[src/rtl/alu_decode_stage.sv]
// ---------------------------------------------------------------------------
// alu_decode_stage
//   Decodes a MIPS ALU instruction word into ALU control fields and buffers
//   the result in a two-entry skid buffer (output register + skid register)
//   with a valid/ready handshake on both sides.
//
// Ports
//   clk          sole clock, rising edge
//   rst          synchronous active-high reset (highest priority)
//   flush        synchronous discard of all buffered entries
//   in_valid     instruction word present on instr
//   in_ready     stage can accept a word this cycle (from registered state)
//   instr        32-bit MIPS instruction word
//   out_valid    decoded entry present on the outputs
//   out_ready    ALU stage consumes the entry this cycle
//   alu_control  ALU operation code
//   shamt        instr[10:6] for R-type, 0 otherwise
//   rs_idx       instr[25:21]
//   rt_idx       instr[20:16]
//   dst_idx      destination register (rd for R-type, rt for I-type)
//   imm32        sign/zero-extended immediate, 0 for R-type
//   use_imm      ALU rt operand comes from imm32
//   ovf_trap_en  ALU overflow raises an exception (add, sub, addi)
//   illegal      unsupported instruction; still passed through handshake
// ---------------------------------------------------------------------------
module alu_decode_stage (
    input  logic        clk,
    input  logic        rst,
    input  logic        flush,
    input  logic        in_valid,
    output logic        in_ready,
    input  logic [31:0] instr,
    output logic        out_valid,
    input  logic        out_ready,
    output logic [4:0]  alu_control,
    output logic [4:0]  shamt,
    output logic [4:0]  rs_idx,
    output logic [4:0]  rt_idx,
    output logic [4:0]  dst_idx,
    output logic [31:0] imm32,
    output logic        use_imm,
    output logic        ovf_trap_en,
    output logic        illegal
);

    typedef enum logic [4:0] {
        ALU_SLL  = 5'd0,
        ALU_SRL  = 5'd1,
        ALU_SRA  = 5'd2,
        ALU_SLLV = 5'd3,
        ALU_SRLV = 5'd4,
        ALU_SRAV = 5'd5,
        ALU_ADD  = 5'd6,
        ALU_ADDU = 5'd7,
        ALU_SUB  = 5'd8,
        ALU_SUBU = 5'd9,
        ALU_AND  = 5'd10,
        ALU_OR   = 5'd11,
        ALU_XOR  = 5'd12,
        ALU_NOR  = 5'd13,
        ALU_SLT  = 5'd14,
        ALU_SLTU = 5'd15,
        ALU_LUI  = 5'd16
    } alu_op_t;

    typedef enum logic [1:0] {
        EMPTY = 2'd0,
        ONE   = 2'd1,
        FULL  = 2'd2
    } state_t;

    typedef struct packed {
        alu_op_t     alu_control;
        logic [4:0]  shamt;
        logic [4:0]  rs_idx;
        logic [4:0]  rt_idx;
        logic [4:0]  dst_idx;
        logic [31:0] imm32;
        logic        use_imm;
        logic        ovf_trap_en;
        logic        illegal;
    } entry_t;

    logic [5:0] opcode;
    logic [5:0] funct;
    entry_t     dec;
    entry_t     out_q;
    entry_t     skid_q;
    state_t     state_q;
    state_t     state_d;
    logic       accept;
    logic       consume;
    logic       load_out;
    logic       load_skid;
    logic       skid_to_out;

    assign opcode = instr[31:26];
    assign funct  = instr[5:0];

    // ------------------------------------------------------------------
    // Instruction decode
    // ------------------------------------------------------------------
    always_comb begin
        dec        = '0;
        dec.rs_idx = instr[25:21];
        dec.rt_idx = instr[20:16];
        case (opcode)
            6'h00: begin
                dec.shamt   = instr[10:6];
                dec.dst_idx = instr[15:11];
                case (funct)
                    6'h00: dec.alu_control = ALU_SLL;
                    6'h02: dec.alu_control = ALU_SRL;
                    6'h03: dec.alu_control = ALU_SRA;
                    6'h04: dec.alu_control = ALU_SLLV;
                    6'h06: dec.alu_control = ALU_SRLV;
                    6'h07: dec.alu_control = ALU_SRAV;
                    6'h20: begin
                        dec.alu_control = ALU_ADD;
                        dec.ovf_trap_en = 1'b1;
                    end
                    6'h21: dec.alu_control = ALU_ADDU;
                    6'h22: begin
                        dec.alu_control = ALU_SUB;
                        dec.ovf_trap_en = 1'b1;
                    end
                    6'h23: dec.alu_control = ALU_SUBU;
                    6'h24: dec.alu_control = ALU_AND;
                    6'h25: dec.alu_control = ALU_OR;
                    6'h26: dec.alu_control = ALU_XOR;
                    6'h27: dec.alu_control = ALU_NOR;
                    6'h2A: dec.alu_control = ALU_SLT;
                    6'h2B: dec.alu_control = ALU_SLTU;
                    default: begin
                        dec.illegal = 1'b1;
                        dec.shamt   = '0;
                        dec.dst_idx = '0;
                    end
                endcase
            end
            6'h08: begin
                dec.alu_control = ALU_ADD;
                dec.ovf_trap_en = 1'b1;
            end
            6'h09: dec.alu_control = ALU_ADDU;
            6'h0A: dec.alu_control = ALU_SLT;
            6'h0B: dec.alu_control = ALU_SLTU;
            6'h0C: dec.alu_control = ALU_AND;
            6'h0D: dec.alu_control = ALU_OR;
            6'h0E: dec.alu_control = ALU_XOR;
            6'h0F: dec.alu_control = ALU_LUI;
            default: dec.illegal = 1'b1;
        endcase

        // Opcodes 0x08-0x0F are exactly the supported I-type set; bit 2
        // separates the signed group (0x08-0x0B) from the logical group.
        if (opcode[5:3] == 3'b001) begin
            dec.dst_idx = instr[20:16];
            dec.use_imm = 1'b1;
            dec.imm32   = opcode[2] ? {16'h0000, instr[15:0]}
                                    : {{16{instr[15]}}, instr[15:0]};
        end
    end

    // ------------------------------------------------------------------
    // Skid-buffer control
    // ------------------------------------------------------------------
    assign out_valid = (state_q != EMPTY);
    assign in_ready  = (state_q != FULL);
    assign accept    = in_valid & in_ready;
    assign consume   = out_valid & out_ready;

    always_comb begin
        state_d     = state_q;
        load_out    = 1'b0;
        load_skid   = 1'b0;
        skid_to_out = 1'b0;
        case (state_q)
            EMPTY: begin
                if (accept) begin
                    state_d  = ONE;
                    load_out = 1'b1;
                end
            end
            ONE: begin
                if (accept && consume) begin
                    load_out = 1'b1;
                end else if (accept) begin
                    state_d   = FULL;
                    load_skid = 1'b1;
                end else if (consume) begin
                    state_d = EMPTY;
                end
            end
            FULL: begin
                if (consume) begin
                    state_d     = ONE;
                    skid_to_out = 1'b1;
                end
            end
            default: state_d = EMPTY;
        endcase
        if (flush) begin
            state_d     = EMPTY;
            load_out    = 1'b0;
            load_skid   = 1'b0;
            skid_to_out = 1'b0;
        end
    end

    always_ff @(posedge clk) begin
        if (rst) begin
            state_q <= EMPTY;
        end else begin
            state_q <= state_d;
        end
    end

    always_ff @(posedge clk) begin
        if (rst) begin
            out_q  <= '0;
            skid_q <= '0;
        end else begin
            if (load_out) begin
                out_q <= dec;
            end else if (skid_to_out) begin
                out_q <= skid_q;
            end
            if (load_skid) begin
                skid_q <= dec;
            end
        end
    end

    assign alu_control = out_q.alu_control;
    assign shamt       = out_q.shamt;
    assign rs_idx      = out_q.rs_idx;
    assign rt_idx      = out_q.rt_idx;
    assign dst_idx     = out_q.dst_idx;
    assign imm32       = out_q.imm32;
    assign use_imm     = out_q.use_imm;
    assign ovf_trap_en = out_q.ovf_trap_en;
    assign illegal     = out_q.illegal;

endmodule
[config.mk]
export PLATFORM = sky130hd
export DESIGN_NAME = alu_decode_stage
export DESIGN_NICKNAME = d
export VERILOG_FILES = /design/src/rtl/alu_decode_stage.sv
export SDC_FILE = /design/constraint.sdc
export NUM_CORES = 1
export LEC_CHECK = 0
export CAP_MARGIN = 20
export CORE_AREA = 2 2 87 172
export DETAILED_ROUTE_END_ITERATION = 8
export DIE_AREA = 0 0 89 174
export GPL_TIMING_DRIVEN = 0
export PLACE_DENSITY_LB_ADDON = 0.12
export SYNTH_ARGS = -nofsm -noshare
export SYNTH_HDL_FRONTEND = slang
export SYNTH_SLANG_ARGS = --single-unit
[constraint.sdc]
create_clock -name clk -period 3.55 [get_ports clk]
set_input_delay 0.71 -clock clk [delete_from_list [all_inputs] [get_ports clk]]
set_output_delay 0.71 -clock clk [all_outputs]
set_load 0.03 [all_outputs]
==> summary by stage <==
Worst setup path
For this design, the slowest cell found on the critical path is sky130_fd_sc_hd__nor3b_2. The critical path data required time is 3.81 ns. In this run the worst path has a maximum fanout of 10.

The worst setup path category is input pin to flip-flop. The worst setup path is launched from an input pin. The worst setup path is captured at a flip-flop. The signal on the critical path passes through clkdlybuf4s50_1, nor3b_2, buf_2, buf_1, nand3_1, a21oi_1. For this run, the slowest stage of the critical path takes 0.62 ns. The arrival time of the worst setup path is 3.06 ns.

Finish
The number of nets in the final layout is between 600 and 700. The synthesis-to-finish area growth is 38.05%. After routing the design area is roughly 5600 µm². Leaving out fill and tap cells, the most frequent cells in the layout are sky130_fd_sc_hd__clkdlybuf4s50_1 (96), sky130_fd_sc_hd__dfxtp_1 (92), sky130_fd_sc_hd__nand2_1 (86), sky130_fd_sc_hd__a21oi_1 (58), sky130_fd_sc_hd__nor2_1 (46). The final standard cell utilization of the core is between 30 and 40%. The final standard cell count with taps included and fillers excluded is 792. The post-route netlist has 10.17% of its cells at a drive strength greater than 1.

0 antenna diodes ended up in the layout. The leading cell type in the layout, fill and taps excluded is sky130_fd_sc_hd__clkdlybuf4s50_1.

Routing
Dividing the detail-routed via count by the number of cells gives between 5 and 6. In this run, the number of DRC markers left after iteration 0 of detailed routing was 265. For this block, the routed nets add up to approximately 14000 µm of wire. Dividing the detail-routed wire length by the instance count gives 17.82 µm.

After detailed routing, the number of remaining DRC violations is 0. The total via count after detailed routing is 3971. The pre-antenna-repair detailed-routing pass consisted of 4 iterations.

The count of nets left with antenna violations once routing finished came out at 0.

CTS
The root buffer cell chosen for the clock tree is sky130_fd_sc_hd__clkbuf_16. The clock transition at the registers of the reported paths is 0.07 ns. The buffer count from post-CTS setup fixing is 0.

The CTS tree is built. The cts-stage hold buffer count is 0. No sink is reached through more buffers than the 2 on the longest clock path. Counting every sink on the clock net gives slightly above 90. The clock insertion delay at the later pin of the skew report is around 0.35 ns. TritonCTS created 9 clock buffers. The H-tree level count is 3. Post-CTS repair changed the size of 0 cells.

Die
In this run the core area contains 62 standard-cell rows. From bottom edge to top edge, the die measures 174 µm. The starting density of the core is 28.27%.

The chip width is 89 µm. The die covers 15490 µm². The I/O pin count is 99. The region available for standard cell placement spans between 10000 and 15000 µm².

GRT
After global routing the overflow that remains totals 0. The largest net degree at the start of global routing is 18. The number of antenna violations at the first check in global routing is 0. The first global-routing pass estimated 21660 µm of wire. The via count of the first global-routing pass is 4055.

The global router's overall resource usage is 18.55%.

Synth
The most frequently used flop master after synthesis is sky130_fd_sc_hd__dfxtp_1. The unique cell type count in the Yosys netlist is a little under 50. The proportion of synthesized chip area in sequential cells is 45.64%. Counting flops and latches in the post-synthesis netlist gives between 90 and 100. In this run the cell area of the synthesized design comes to roughly 4000 µm². The average cell area after synthesis is 8.269 µm². The total of warnings raised by yosys is 0. The share of synthesized flip-flops with an asynchronous set or reset is 0%. The number of enable-type register cells in the synthesized netlist is 0. In the synthesized netlist, the number of instances is 488.

The post-synth net total is 525.

STA
The highest achievable clock rate is 357.8 MHz. Measured against its own limit, the worst slew margin works out to 52.16%. On the final layout, the worst hold slack is 0.4532 ns. The aggregate negative setup slack is 0 ns. The worst-case clock skew is 0.01096 ns.

The final count of negative-setup-slack endpoints is 0. Setup repair after global routing left no endpoint under its margin. The minimum period implied by the final worst setup slack is 2.795 ns. The slew at the pin closest to its max-slew limit is 0.7144 ns. The number of max-slew violations in the final report was 0. After layout, the worst setup slack is roughly 0.76 ns. The fraction of the cycle the final worst path needs is 78.73%.

The number of endpoints with negative hold slack in the final report came to 0.

Place
During placement, the flow inserted port buffers numbering between 90 and 100. The detailed-placement wirelength estimate is 10500 µm. The global placement routability congestion is 0.8095.

OpenSTA, run right after detailed placement, puts the worst setup slack at 0.4310 ns. The instance area after placement is 5236 µm². The total instance count after detailed placement is 776.

Power
The post-layout total power is approximately 2.5 mW. In this run the static leakage power is 1.982 nW. The power density over cell area is 446.8 nW/µm². Across the VDD grid, the largest voltage drop is 0.2304 mV.

Run
The total of max-cap violations is 0.

Min path
The type of the worst min-delay path is flip-flop to flip-flop.

Outcome
The run finished with clean final reports.
## cells in the mapped netlist, drive strengths merged (7+ instances only)
cell | n | share of area [%]
mux2i | 7 | 1.7
nor2 | 47 | 4.4
a222oi | 11 | 2.7
dfxtp | 92 | 46
a22oi | 11 | 2.0
nand3 | 23 | 2.9
a21oi | 59 | 7.4
nor3 | 17 | 2.4
buf | 30 | 4.8
a221oi | 11 | 2.4
nand2 | 86 | 8.0
nor4 | 7 | 1.2
clkbuf | 25 | 2.3
## cell families (layout without fill, tap and decap cells)
family	after synthesis	count (layout)	share of synthesized area [%]
compound gates	128	128	21.64
simple gates	202	202	23.44
mux	7	7	1.737
buf+inv	59	171	7.535
flops	92	92	45.64
## state kept, by name (all words and copies together), names as in the netlist, 2 cells and up
signal,flops
skid_q,45
alu_control,5
state_q,2
imm32,17
dst_idx,5
rt_idx,5
rs_idx,5
shamt,5
## per-layer routing
layer / GRT usage, % / vias up / share of wire, %
li1: - / 1945 / -
met2: 34.39 / 116 / 55
met3: 3.134 / 19 / 4.7
met4: 8.396 / 0 / 2.7
met5: 0 / - / 0
met1: 19.47 / 1891 / 38
## worst paths after layout
check                                 from          to  slack [ns]  cells after the start
worst min-delay path            skid_q[52]  skid_q[52]        0.45                      2
worst max-delay path             instr[29]   skid_q[7]        0.76                      6
worst min register to register  skid_q[52]  skid_q[52]        0.45                      2
worst max register to register  state_q[0]   skid_q[7]        1.45                      5
## where the power goes
part | switching, mW | internal [mW]
combinational | 0.197 | 0.141
clock | 0.435 | 0.644
sequential | 0.0171 | 1.06
total | 0.649 | 1.84
## critical path: cells and delay by family
kind / cells / cell delay [ns]
AND/OR/NAND/NOR: 2 / 0.76
buffers and inverters: 3 / 1.40
AO/OA/AOI/OAI: 1 / 0.18
## area by class of cell
type	instances	area, µm²
clock inverter	6	95.09
clock buffer	10	239.0
sequential	92	1842
fill	1529	8703
multi-input combinational	337	1889
tap	192	240.2
timing repair buffer	96	960.9
buffer	55	289.0
inverter	4	15.01
Note: power is estimated with default switching activity, not from simulation.
